**src/rtl/bcd_serial_adder_pkg.sv**
```systemverilog
// Shared types and constants for the digit-serial BCD adder/subtractor.
package bcd_serial_adder_pkg;

  localparam int          DIGIT_W    = 4;
  localparam logic [3:0]  DIGIT_MAX  = 4'd9;
  localparam logic [3:0]  CORRECTION = 4'd6;

  typedef enum logic [1:0] {
    ST_IDLE,
    ST_RUN,
    ST_DONE
  } state_t;

endpackage

```
**src/rtl/bcd_serial_adder_if.sv**
```systemverilog
// Operand/result bundle for the serial BCD adder with start/done handshake.
interface bcd_serial_adder_if
  import bcd_serial_adder_pkg::*;
#(
  parameter int DIGITS = 4
);

  logic                        start;
  logic                        sub;
  logic [DIGIT_W*DIGITS-1:0]   a;
  logic [DIGIT_W*DIGITS-1:0]   b;
  logic                        cin;
  logic                        busy;
  logic                        done;
  logic [DIGIT_W*DIGITS-1:0]   sum;
  logic                        cout;
  logic                        invalid;

  modport master (
    output start, sub, a, b, cin,
    input  busy, done, sum, cout, invalid
  );

  modport slave (
    input  start, sub, a, b, cin,
    output busy, done, sum, cout, invalid
  );

endinterface

```
**src/rtl/bcd_digit_adder.sv**
```systemverilog
// Single-digit BCD adder cell: binary add, then +6 correction when the sum exceeds 9.
module bcd_digit_adder
  import bcd_serial_adder_pkg::*;
(
  input  logic [DIGIT_W-1:0] a,
  input  logic [DIGIT_W-1:0] b,
  input  logic               ci,
  output logic [DIGIT_W-1:0] s,
  output logic               co
);

  logic [DIGIT_W:0] bin;

  always_comb begin
    // NOTE: every output of a combinational block gets a default first so no path can infer a latch.
    s   = '0;
    co  = 1'b0;
    bin = {1'b0, a} + {1'b0, b} + {{DIGIT_W{1'b0}}, ci};
    if (bin > {1'b0, DIGIT_MAX}) begin
      s  = bin[DIGIT_W-1:0] + CORRECTION;
      co = 1'b1;
    end else begin
      s  = bin[DIGIT_W-1:0];
    end
  end

endmodule

```
**src/rtl/bcd_serial_adder.sv**
```systemverilog
// Digit-serial BCD adder/subtractor: one digit per clock, LSD first, one shared digit cell.
module bcd_serial_adder
  import bcd_serial_adder_pkg::*;
#(
  parameter int DIGITS = 4
) (
  input  logic              clk,
  input  logic              rst,
  bcd_serial_adder_if.slave bus
);

  localparam int                W     = DIGIT_W * DIGITS;
  localparam int                IDX_W = $clog2(DIGITS + 1);
  localparam logic [IDX_W-1:0]  LAST  = IDX_W'(DIGITS - 1);

  state_t             state_q, state_d;
  logic [IDX_W-1:0]   idx_q;
  logic               carry_q;
  logic               sub_q;
  logic [W-1:0]       a_q, b_q, sum_q;
  logic               cout_q, invalid_q;

  logic               accept;
  logic               any_bad;
  logic [DIGIT_W-1:0] b_dig, s_dig;
  logic               co_dig;

  assign accept = bus.start && (state_q != ST_RUN);

  // Subtraction uses the nines' complement of b with the carry register preset to 1.
  assign b_dig = sub_q ? (DIGIT_MAX - b_q[DIGIT_W-1:0]) : b_q[DIGIT_W-1:0];

  bcd_digit_adder u_cell (
    .a  (a_q[DIGIT_W-1:0]),
    .b  (b_dig),
    .ci (carry_q),
    .s  (s_dig),
    .co (co_dig)
  );

  always_comb begin
    any_bad = 1'b0;
    for (int i = 0; i < DIGITS; i++) begin
      if (bus.a[i*DIGIT_W +: DIGIT_W] > DIGIT_MAX || bus.b[i*DIGIT_W +: DIGIT_W] > DIGIT_MAX)
        any_bad = 1'b1;
    end
  end

  always_ff @(posedge clk) begin
    // NOTE: sequential state uses non-blocking assignments so all registers update from pre-edge values.
    if (rst) state_q <= ST_IDLE;
    else     state_q <= state_d;
  end

  always_comb begin
    state_d = state_q;
    unique case (state_q)
      ST_IDLE: if (bus.start) state_d = ST_RUN;
      ST_RUN:  if (idx_q == LAST) state_d = ST_DONE;
      ST_DONE: state_d = bus.start ? ST_RUN : ST_IDLE;
      default: state_d = ST_IDLE;
    endcase
  end

  always_ff @(posedge clk) begin
    if (rst) begin
      idx_q     <= '0;
      carry_q   <= 1'b0;
      sub_q     <= 1'b0;
      a_q       <= '0;
      b_q       <= '0;
      sum_q     <= '0;
      cout_q    <= 1'b0;
      invalid_q <= 1'b0;
    end else if (accept) begin
      idx_q     <= '0;
      carry_q   <= bus.sub | bus.cin;
      sub_q     <= bus.sub;
      a_q       <= bus.a;
      b_q       <= bus.b;
      sum_q     <= '0;
      cout_q    <= 1'b0;
      invalid_q <= any_bad;
    end else if (state_q == ST_RUN) begin
      // Operands shift down so the active digit always sits in the low nibble.
      a_q     <= a_q >> DIGIT_W;
      b_q     <= b_q >> DIGIT_W;
      carry_q <= co_dig;
      idx_q   <= idx_q + 1'b1;
      for (int i = 0; i < DIGITS; i++) begin
        if (idx_q == IDX_W'(i)) sum_q[i*DIGIT_W +: DIGIT_W] <= s_dig;
      end
      if (idx_q == LAST) cout_q <= co_dig;
    end
  end

  assign bus.busy    = (state_q == ST_RUN);
  assign bus.done    = (state_q == ST_DONE);
  assign bus.sum     = sum_q;
  assign bus.cout    = cout_q;
  assign bus.invalid = invalid_q;

endmodule
```
**src/flat_wrapper.sv**
```systemverilog
// flat-port wrapper written by rule: the top's interface ports become plain ports
module bcd_serial_adder_flat import bcd_serial_adder_pkg::*;
#(
  parameter int DIGITS = 4
)
  (clk, rst, bus_start, bus_sub, bus_a, bus_b, bus_cin, bus_busy, bus_done, bus_sum, bus_cout, bus_invalid);
  bcd_serial_adder_if #(.DIGITS(DIGITS)) bus_i ();
  input  logic clk;
  input  logic rst;
  input wire logic [$bits(bus_i.start)-1:0] bus_start;
  input wire logic [$bits(bus_i.sub)-1:0] bus_sub;
  input wire logic [$bits(bus_i.a)-1:0] bus_a;
  input wire logic [$bits(bus_i.b)-1:0] bus_b;
  input wire logic [$bits(bus_i.cin)-1:0] bus_cin;
  output wire logic [$bits(bus_i.busy)-1:0] bus_busy;
  output wire logic [$bits(bus_i.done)-1:0] bus_done;
  output wire logic [$bits(bus_i.sum)-1:0] bus_sum;
  output wire logic [$bits(bus_i.cout)-1:0] bus_cout;
  output wire logic [$bits(bus_i.invalid)-1:0] bus_invalid;
  assign bus_i.start = bus_start;
  assign bus_i.sub = bus_sub;
  assign bus_i.a = bus_a;
  assign bus_i.b = bus_b;
  assign bus_i.cin = bus_cin;
  assign bus_busy = bus_i.busy;
  assign bus_done = bus_i.done;
  assign bus_sum = bus_i.sum;
  assign bus_cout = bus_i.cout;
  assign bus_invalid = bus_i.invalid;
  bcd_serial_adder #(.DIGITS(DIGITS)) u_core (.clk(clk), .rst(rst), .bus(bus_i));
endmodule
```
**config.mk**
```make
export PLATFORM = sky130hd
export DESIGN_NAME = bcd_serial_adder_flat
export DESIGN_NICKNAME = d
export VERILOG_FILES = /design/src/rtl/bcd_serial_adder_pkg.sv /design/src/rtl/bcd_serial_adder_if.sv /design/src/rtl/bcd_digit_adder.sv /design/src/rtl/bcd_serial_adder.sv /design/src/flat_wrapper.sv
export SDC_FILE = /design/constraint.sdc
export NUM_CORES = 1
export LEC_CHECK = 0
export BUFFER_PORTS_ARGS = -buffer_cell sky130_fd_sc_hd__buf_4
export CELL_PAD_IN_SITES_DETAIL_PLACEMENT = 0
export CELL_PAD_IN_SITES_GLOBAL_PLACEMENT = 1
export CORE_ASPECT_RATIO = 0.6
export CORE_UTILIZATION = 41
export DETAILED_ROUTE_END_ITERATION = 10
export HOLD_SLACK_MARGIN = 0.1
export PLACE_DENSITY = 0.81
export REMOVE_ABC_BUFFERS = 1
export SYNTH_ARGS = -nofsm -noshare
export SYNTH_HDL_FRONTEND = slang
export SYNTH_HIERARCHICAL = 1
export SYNTH_SLANG_ARGS = --single-unit
```
**constraint.sdc**
```tcl
create_clock -name clk -period 4.3 [get_ports clk]
set_clock_uncertainty 0.2 [all_clocks]
set_input_delay 0.215 -clock clk [delete_from_list [all_inputs] [get_ports clk]]
set_output_delay 0.215 -clock clk [all_outputs]
set_load 0.1 [all_outputs]
```
==> flow_metrics.env <==
export IMPL_io_pins=57
export IMPL_dp_hpwl_um=4360
export IMPL_fin_util_pct=61.3
export IMPL_crit_chain="xor2_1, fa_1, fa_1, xnor2_1, ha_1, a31o_1, o31ai_4, mux2i_1, nand3_1, a21oi_1"
export IMPL_rr_worst_depth=10
export IMPL_worstHoldStart="bus_cin"
export IMPL_drc_errors=0
export IMPL_criticalPathCategory="register to register"
export IMPL_antenna_found_initial=0
export IMPL_die_x_um=106
export IMPL_synth_top_cells_by_area="dfxtp_1 (43%), mux2i_1 (17%), a211oi_1 (7.3%)"
export IMPL_grt_ovfl_total=0
export IMPL_critPathMostFrequentCell="fa_1"
export IMPL_crit_slowest_cell="fa_1"
export IMPL_gp_congestion=0.781
export IMPL_cts_root_buf="clkbuf_8"
export IMPL_rows=22
export IMPL_synth_ff_type="dfxtp_1"
export IMPL_arrival_ns=3.45
export IMPL_min_path_cells=5
export IMPL_avgViaCountPerCell=4.88
export IMPL_drt_iter0_drc=75
export IMPL_cp_required_ns=4.36
export IMPL_clock_fmax_ghz=0.295
export IMPL_intPower_mw=0.981
export IMPL_path_max_fanout=5
export IMPL_clockBufferDepth=2
export IMPL_p_leak_nw=1.68
export IMPL_switchingPower_mw=0.439
export IMPL_die_h_um=64.5
export IMPL_switching_share_pct=30.9
export IMPL_power_frac_seq_pct=41.2
export IMPL_cts_buffers_inserted=9
export IMPL_synth_top_area_share_pct=42.7
export IMPL_multi_input_area_mm2=0.00138
export IMPL_fillerInstances=546
export IMPL_ys_seq_area_share_pct=42.7
export IMPL_wl_um=6750
export IMPL_period_minus_slack_ns=3.39
export IMPL_cts_resized_gates=0
export IMPL_clockPowerShare_pct=34.1
export IMPL_dpl_worst_slack_ns=0.989
export IMPL_synth_area_mm2=0.00267
export IMPL_fin_cells=474
export IMPL_async_flop_share_pct=0
export IMPL_wl_per_cell_um=14.2
export IMPL_slew_viol_final=0
export IMPL_start_kind="register"
export IMPL_max_slew_worst_pin_slew_ns=0.777
export IMPL_yosys_warnings=6
export IMPL_setup_ws_ns=0.907
export IMPL_drive_gt1_share_pct=19.7
export IMPL_synth_seq_cells=57
export IMPL_maxCapViolCount=0
export IMPL_p_comb_share_pct=24.7
export IMPL_ant_nets=0
export IMPL_first_pass_iters=4
export IMPL_grt_pass1_wl_um=11100
export IMPL_final_hold_violation_count=0
export IMPL_cts_sinks=57
export IMPL_r2r_start="u_core/sub_q"
export IMPL_path_clk_slew_ns=0.07
export IMPL_htree_num_levels=3
export IMPL_dpl_cell_count=406
export IMPL_io_buffers=56
export IMPL_peakVddDrop_v=0.000158
export IMPL_final_nets=434
export IMPL_avgSynthCellArea_um2=9.38
export IMPL_r2r_end="u_core/bus.sum[14]"
export IMPL_grt_max_degree=52
export IMPL_start_util_pct=43.2
export IMPL_diodes=0
export IMPL_core_area_mm2=0.00619
export IMPL_grt_usage_pct=21.3
export IMPL_rsz0062_at_grt="no"
export IMPL_syn2layout_area_growth_pct=42.0
export IMPL_synth_edf_count=0
export IMPL_vias=2315
export IMPL_cts_tree="done"
export IMPL_synth_top_area_cell="dfxtp_1"
export IMPL_cp_top_family="adder cells"
export IMPL_slowest_delay_ns=0.45
export IMPL_clock_latency_ns=0.34
export IMPL_cp_buffers_inverters=0
export IMPL_r2r_slack_ns=0.91
export IMPL_grt_pass1_vias=2321
export IMPL_slew_headroom_pct=48.2
export IMPL_die_area_mm2=0.00686
export IMPL_hold_class="primary input to register"
export IMPL_crit_path_end_kind="register"
export IMPL_p_per_area_mw_per_mm2=374
export IMPL_hold_path_end="u_core/carry_q"
export IMPL_fin_setup_tns_ns=0
export IMPL_setup_viol=0
export IMPL_synthCells=285
export IMPL_status="finished clean"
export IMPL_min_period_over_period_pct=78.9
export IMPL_register_area_mm2=0.00114
export IMPL_synth_cell_types=29
per-layer routing:
metal  wire length, um  up-vias  GRT usage [%]  part of all wire [%]
met1              3680     1073           29.0                    55
met2              2750       39           32.3                    41
met4                70        0           8.33                   1.0
li1                  -     1195              -                     -
met3               248        8           5.53                   3.7
met5                 0        -              0                     0
cell usage after synthesis, types with 4 or more instances:
master     n
a211oi_1  26
nor2_1    52
clkbuf_1   7
o21ai_0    9
buf_4      4
a21oi_1   13
buf_2      6
nand3_1    7
ha_1      10
nand2_1   11
and3_1     4
dfxtp_1   57
xnor2_1    4
inv_1      8
mux2i_1   45
per-stage QoR:
step | power (mW) | hold WS [ns] | cell area [um^2]
global route | 1.49 | 0.205 | 3790
detailed placement | 0.894 | 0.252 | 3090
global placement | 0.888 | 0.245 | 3090
finish | 1.42 | 0.165 | 3790
CTS | 1.43 | 0.142 | 3790
floorplan | 0.797 | 0.0841 | 2550
placed cells by master (no fill, tap or decap), drive strengths merged, types with 2 or more instances in the layout:
master | netlist | routed
a21oi | 13 | 13
nor3 | 2 | 2
a211oi | 26 | 26
nor2 | 52 | 52
nand3 | 7 | 7
inv | 9 | 9
nand4 | 2 | 2
buf | 13 | 57
clkinv | 0 | 5
nand2b | 3 | 3
o21ai | 9 | 9
clkbuf | 7 | 10
and3 | 4 | 4
fa | 2 | 2
xnor2 | 4 | 4
mux2i | 45 | 45
nand2 | 12 | 12
nor2b | 2 | 2
dfxtp | 57 | 57
ha | 10 | 10
dlygate4sd3 | 0 | 52
final cells by class:
cell class              instances  area share, %
clock inverters                 6           1.55
well taps                      84           2.77
multi-input cells             199           36.3
repair buffers                109           25.0
flip-flops and latches         57           30.1
clock buffers                  10           3.36
inverters                       9          0.956
worst max-delay path by stage:
stage            startpoint            endpoint  slack (ns)  cells past startpoint
3_5_place_dp   u_core/sub_q  u_core/bus.sum[14]        0.99                     10
5_1_grt        u_core/sub_q  u_core/bus.sum[14]        0.76                     10
2_1_floorplan  u_core/sub_q  u_core/bus.sum[14]        1.26                     10
6_report       u_core/sub_q  u_core/bus.sum[14]        0.91                     10
3_3_place_gp   u_core/sub_q  u_core/bus.sum[14]        1.10                     10
4_1_cts        u_core/sub_q  u_core/bus.sum[14]        0.96                     10
what timing repair did:
item	4_1_cts	5_1_grt
hold endpoints to repair	36	0
hold buffers	52	0
buffers inserted	0	0
kinds of logic (layout without fill, tap and decap cells):
logic type | Yosys count | after routing | share of synthesized area (%)
adders and majority gates | 12 | 12 | 6.18
muxes | 45 | 45 | 16.9
buffers and inverters | 29 | 134 | 5.85
and+or+nand+nor | 84 | 84 | 13.3
xor gates and xnor gates | 5 | 5 | 1.64
AOI/OAI and AO/OA | 53 | 53 | 13.4
DFF | 57 | 57 | 42.7
worst min-delay path, delay by kind of cell:
kind | cells | cell delay [ns]
buffers and inverters | 1 | 0.11
AO/OA/AOI/OAI | 2 | 0.20
AND/OR/NAND/NOR | 2 | 0.15
sequential cells by signal, summed over array words and instances, names as in the netlist:
signal	count
u_core/sub_q	1
u_core/bus.cout	1
u_core/idx_q	3
u_core/carry_q	1
u_core/bus.invalid	1
u_core/bus.sum	16
u_core/b_q	16
u_core/a_q	16
u_core/state_q	2
power by group through the flow:
stage / Sequential [mW] / Combinational [mW] / Clock, mW
after floorplan: 0.622 / 0.175 / 0
after global routing: 0.589 / 0.378 / 0.528
final: 0.585 / 0.350 / 0.484
after detailed placement: 0.596 / 0.298 / 0
after global placement: 0.596 / 0.292 / 0
after CTS: 0.584 / 0.346 / 0.495
No activity file was read; power rests on OpenSTA's default activity.
